==> config.mk <==
export PLATFORM = sky130hd
export DESIGN_NAME = multiplicador_secuencial
export DESIGN_NICKNAME = d
export VERILOG_FILES = /design/src/rtl/multiplicador_secuencial.sv
export SDC_FILE = /design/constraint.sdc
export NUM_CORES = 1
export LEC_CHECK = 0
export CORE_MARGIN = 2
export CORE_UTILIZATION = 61
export CTS_BUF_LIST = sky130_fd_sc_hd__clkbuf_4 sky130_fd_sc_hd__clkbuf_8
export DETAILED_ROUTE_END_ITERATION = 8
export PLACE_DENSITY = 0.83
export SLEW_MARGIN = 20
export SYNTH_ARGS = -nofsm -noshare
export SYNTH_HDL_FRONTEND = slang
export SYNTH_SLANG_ARGS = --single-unit
export TNS_END_PERCENT = 50
==> constraint.sdc <==
create_clock -name CLK -period 4.4 [get_ports CLK]
set_input_delay 0.66 -clock CLK [delete_from_list [all_inputs] [get_ports CLK]]
set_output_delay 0.66 -clock CLK [all_outputs]
set_load 0.03 [all_outputs]
==> src/rtl/multiplicador_secuencial.sv <==
// Sequential signed fixed-point multiplier (Q(W-F).F): one shift-add step per cycle, then floor-shift and saturate.
// Latency: Start accepted at edge k -> Done pulse and new Pout after edge k+W+2. Start is ignored while busy (no queueing).
module multiplicador_secuencial #(
    parameter int W = 12,
    parameter int F = 8
) (
    input  logic         CLK,
    input  logic         Reset,
    input  logic         Start,
    input  logic [W-1:0] A,
    input  logic [W-1:0] B,
    output logic [W-1:0] Pout,
    output logic         Busy,
    output logic         Done
);

    localparam int CW = $clog2(W + 1);
    localparam logic signed [2*W-1:0] MAX_P = {{(W+1){1'b0}}, {(W-1){1'b1}}};
    localparam logic signed [2*W-1:0] MIN_N = {{(W+1){1'b1}}, {(W-1){1'b0}}};

    typedef enum logic [1:0] {IDLE, MULT, FIN} state_t;

    state_t         state_q, state_d;
    logic [2*W-1:0] acc_q, acc_d;
    logic [2*W-1:0] mcand_q, mcand_d;
    logic [W-1:0]   mplr_q, mplr_d;
    logic [CW-1:0]  cnt_q, cnt_d;
    logic [W-1:0]   pout_q, pout_d;
    logic           busy_q, busy_d;
    logic           done_q, done_d;

    logic signed [2*W-1:0] shifted;
    logic [W-1:0]          sat;

    always_comb begin
        shifted = $signed(acc_q) >>> F;
        sat     = shifted[W-1:0];
        if (shifted > MAX_P) begin
            sat = MAX_P[W-1:0];
        end else if (shifted < MIN_N) begin
            sat = MIN_N[W-1:0];
        end
    end

    always_comb begin
        state_d = state_q;
        acc_d   = acc_q;
        mcand_d = mcand_q;
        mplr_d  = mplr_q;
        cnt_d   = cnt_q;
        pout_d  = pout_q;
        busy_d  = busy_q;
        done_d  = 1'b0;
        case (state_q)
            IDLE: begin
                if (Start) begin
                    acc_d   = '0;
                    mcand_d = {{W{A[W-1]}}, A};
                    mplr_d  = B;
                    cnt_d   = CW'(W);
                    busy_d  = 1'b1;
                    state_d = MULT;
                end
            end
            MULT: begin
                if (cnt_q != '0) begin
                    // The sign bit of B carries weight -2^(W-1), so the last step subtracts.
                    if (mplr_q[0]) begin
                        if (cnt_q == CW'(1)) begin
                            acc_d = acc_q - mcand_q;
                        end else begin
                            acc_d = acc_q + mcand_q;
                        end
                    end
                    mcand_d = mcand_q << 1;
                    mplr_d  = mplr_q >> 1;
                    cnt_d   = cnt_q - CW'(1);
                end else begin
                    state_d = FIN;
                end
            end
            FIN: begin
                pout_d  = sat;
                done_d  = 1'b1;
                busy_d  = 1'b0;
                state_d = IDLE;
            end
            default: begin
                busy_d  = 1'b0;
                state_d = IDLE;
            end
        endcase
    end

    always_ff @(posedge CLK or negedge Reset) begin
        if (!Reset) begin
            state_q <= IDLE;
            acc_q   <= '0;
            mcand_q <= '0;
            mplr_q  <= '0;
            cnt_q   <= '0;
            pout_q  <= '0;
            busy_q  <= 1'b0;
            done_q  <= 1'b0;
        end else begin
            state_q <= state_d;
            acc_q   <= acc_d;
            mcand_q <= mcand_d;
            mplr_q  <= mplr_d;
            cnt_q   <= cnt_d;
            pout_q  <= pout_d;
            busy_q  <= busy_d;
            done_q  <= done_d;
        end
    end

    assign Pout = pout_q;
    assign Busy = busy_q;
    assign Done = done_q;

endmodule
==> impl.org <==
** Status
- The run finished with clean final reports.

** STA
- For this run, the top clock speed supported by timing is 270 MHz.
- Setup ws final :: 0.694 ns
- For the final routed database, the setup TNS stands at 0 ns.
- Pins over their slew limit :: 0
- Final number of hold-violating endpoints :: 0
- For the pin with the worst max-slew slack, the measured transition is 0.952 ns.
- Setup repair after global routing left no endpoint under its margin.
- In this run the tightest slew margin relative to its limit is 36.5%.
- Between clock sinks in the finished design, the worst skew comes to 0.0110 ns.
- The final critical path takes up 84.2% of the cycle.
- For the finished layout, the period the worst path requires is 3.71 ns.
- Setup violations, final :: 0

** Floorplan
- # rows :: 33
- Count of boundary I/O pins :: 41
- Width of the die :: 94.5 µm
- Die Area :: 8940 µm²
- Vertical die dimension :: 94.5 µm
- Initial core utilization :: 61.8%
- The floorplan step defined a core boundary enclosing 8090 µm².

** Detailed routing
- Total vias in the final route :: 4432
- Routed signal wires occupy layers up through met4.
- Met1 WL :: 5050 µm
- Once detail routing completed, the nets flagged for antenna violations numbered 0.
- Met2 wire len :: 5840 µm
- Summed over all nets, wire length on met3 after detailed routing comes to 708 µm.
- Remaining DRCs :: 0
- After the first detailed-routing iteration, the DRC count stood at 268.
- The first TritonRoute pass finished after 5 iterations.
- DR WL/cell :: 16.0 µm
- For this block, the routed nets add up to 11800 µm of wire.
- Detailed-route vias per instance :: 6.00

** Synth
- Distinct cells, synth :: 47
- The biggest area contributor in the post-synthesis netlist is sky130_fd_sc_hd__dfrtp_1.
- Summing every instance area after synthesis gives 5000 µm².
- Synth Net Count :: 660
- Synth Instances :: 605
- Synth Flop Type :: sky130_fd_sc_hd__dfrtp_1
- #FFs+latches synth :: 80
- Number of enable-type register cells in the synthesized netlist :: 0
- Sequential share of the synthesized area :: 40.0%
- Ys async rst share :: 100%
- In this run the mean area of a mapped cell was 8.27 µm².
- Ranked by total cell area, the synthesized netlist is headed by sky130_fd_sc_hd__dfrtp_1 40%, sky130_fd_sc_hd__nand2_1 8.7%, sky130_fd_sc_hd__ha_1 6.8%.
- Number of warnings printed during yosys synthesis :: 0
- Of the post-synthesis cell area, the dominant cell type holds 40.0%.

** Power
- Worst-case vdd ir drop :: 0.696 mV
- Power comes to 5.29 mW.
- Pwr/cell area :: 929 nW/µm²
- Leakage dissipation :: 2.53 nW

** Clock tree
- Clock sink count :: 80
- Buffers added to address setup during post-CTS repair amount to 0.
- In this run the deepest clock path goes through 2 buffers.
- For this design, the CTS-stage hold fixing added 0 buffers.
- The later pin in the worst-skew pair is clocked with a latency of 0.36 ns.
- TritonCTS clock tree :: yes
- The number of gates resized after CTS was 0.
- Root Buffer Master :: sky130_fd_sc_hd__clkbuf_8
- Clock-pin slew of the registers on the worst-case setup and hold paths :: 0.09 ns
- Number of buffers inserted during clock tree synthesis :: 9
- Number of H-tree levels :: 3

** Placed design
- RePlAce Congestion :: 0.987
- DP HPWL :: 8700 µm
- The count of buffers added on input and output ports is 40.
- Placement Setup Slack :: 0.731 ns

** Final layout
- Layout overhead on the synthesized area :: 13.9%
- Layout cell share with drive strength beyond 1 :: 5.21%
- Final net count :: 684
- Number of antenna diodes :: 0
- Leaving out fill and tap cells, the most frequent cells in the layout are 116 x sky130_fd_sc_hd__nand2_1, 80 x sky130_fd_sc_hd__dfrtp_1, 54 x sky130_fd_sc_hd__o21ai_0.
- Most frequent standard cell in the layout excluding fill and tap cells :: sky130_fd_sc_hd__nand2_1

** Worst setup path
- The worst setup path is captured at a flip-flop.
- STA puts the critical path data required time at 4.62 ns.
- Arrival time at the worst endpoint :: 3.92 ns
- Largest fanout on the critical path :: 13
- Worst Setup Start Kind :: flip-flop
- By startpoint and endpoint, the worst setup path is classified as reg2reg.

** GRT
- The first global-routing pass estimated 19700 µm of wire.
- The via count of the first global-routing pass is 4246.
- Number of antenna violations at the first check in global routing :: 0
- Global routing consumed, over all layers together, 28.5% of the routing resources.
- After global routing the overflow that remains totals 0.
- Entering global routing, the biggest net connects 81 pins.

** Hold path
- Min-delay worst type :: in2async

** Job
- Maxcap violations :: 0
cell families after synthesis:
family	synth area share [%]
AOI/OAI and AO/OA	18.0
buffers and inverters	3.65
DFF	40.0
xor gates and xnor gates	7.68
muxes	0.225
and+or+nand+nor	23.3
adders and majority gates	7.16
state kept, by name, summed over array words and instances, names as in the netlist:
register	cells
acc_q	24
mcand_q	24
Pout	12
Done	1
mplr_q	12
Busy	1
cnt_q	4
state_q	2
metal layers:
metal	up-vias	GRT usage [%]
met3	20	5.11
li1	2175	-
met4	0	9.90
met2	147	48.9
met1	2090	36.3
met5	-	0
synthesized netlist by cell type (2+ instances only):
cell                       number
sky130_fd_sc_hd__o221ai_1       2
sky130_fd_sc_hd__nand2_1      116
sky130_fd_sc_hd__nor2_1        46
sky130_fd_sc_hd__buf_2          2
sky130_fd_sc_hd__o211ai_1       5
sky130_fd_sc_hd__o21a_1         3
sky130_fd_sc_hd__inv_1         16
sky130_fd_sc_hd__clkbuf_1      29
sky130_fd_sc_hd__nor2b_1        2
sky130_fd_sc_hd__nand3_1       49
sky130_fd_sc_hd__xor2_1        16
sky130_fd_sc_hd__nand2b_1       6
sky130_fd_sc_hd__a21oi_2        2
sky130_fd_sc_hd__and2_1         7
sky130_fd_sc_hd__xnor2_1       26
sky130_fd_sc_hd__ha_1          27
sky130_fd_sc_hd__and3_1         3
sky130_fd_sc_hd__nor3_1         6
sky130_fd_sc_hd__a21oi_1       28
sky130_fd_sc_hd__nor4_1         8
sky130_fd_sc_hd__o311ai_0       2
sky130_fd_sc_hd__dfrtp_1       80
sky130_fd_sc_hd__o21ai_0       54
sky130_fd_sc_hd__o41ai_1        3
sky130_fd_sc_hd__o31ai_1        7
sky130_fd_sc_hd__a21o_1         7
sky130_fd_sc_hd__a21boi_0       3
sky130_fd_sc_hd__a31oi_1       24
sky130_fd_sc_hd__nand4_1        8
critical path, cell delays in order (launching register included):
cell                        delay (ns)
sky130_fd_sc_hd__dfrtp_1          0.41
sky130_fd_sc_hd__nor2_1           0.24
sky130_fd_sc_hd__nand2_1          0.33
sky130_fd_sc_hd__nand2_1          0.15
sky130_fd_sc_hd__o21ai_0          0.19
sky130_fd_sc_hd__fa_1             0.45
sky130_fd_sc_hd__and2b_1          0.24
sky130_fd_sc_hd__o211ai_1         0.15
sky130_fd_sc_hd__a2111oi_2        0.62
sky130_fd_sc_hd__nor3_1           0.22
sky130_fd_sc_hd__o31ai_1          0.33
sky130_fd_sc_hd__xnor2_1          0.15
sky130_fd_sc_hd__o21ai_0          0.08
final timing paths:
kind	from	end	slack, ns	cells after the start
setup reg to reg	cnt_q[2]	acc_q[16]	0.69	12
setup / recovery	cnt_q[2]	acc_q[16]	0.69	12
hold reg to reg	Pout[3]	Pout[3]	0.47	2
max in group asynchronous	Reset	acc_q[19]	3.61	2
hold / removal	Reset	acc_q[4]	0.20	1
min in group CLK	Pout[3]	Pout[3]	0.47	2
through the flow:
step	instance area (µm²)	std cells	utilization, %	hold WS [ns]
CTS	5660	738	70.0	0.473
global placement	5440	722	67.2	0.452
finish	5690	739	70.4	0.195
detailed placement	5440	722	67.2	0.455
global route	5690	739	70.4	0.211
floorplan	5000	605	-	0.364
power breakdown:
group | internal [mW] | total [mW] | leakage, nW | switching [mW]
sequential | 1.10 | 1.43 | 0.951 | 0.333
clock | 0.340 | 0.614 | 0.109 | 0.273
combinational | 1.27 | 3.25 | 1.47 | 1.98
cell type report:
cell class	instances	area (µm²)
clock buffer	11	145
clock inverter	5	80.1
fill	668	2400
inverter	16	60.1
multi-input combinational	477	2820
sequential	80	2000
tap	105	131
timing repair buffer	45	455
No activity file was read; power rests on OpenSTA's default activity.
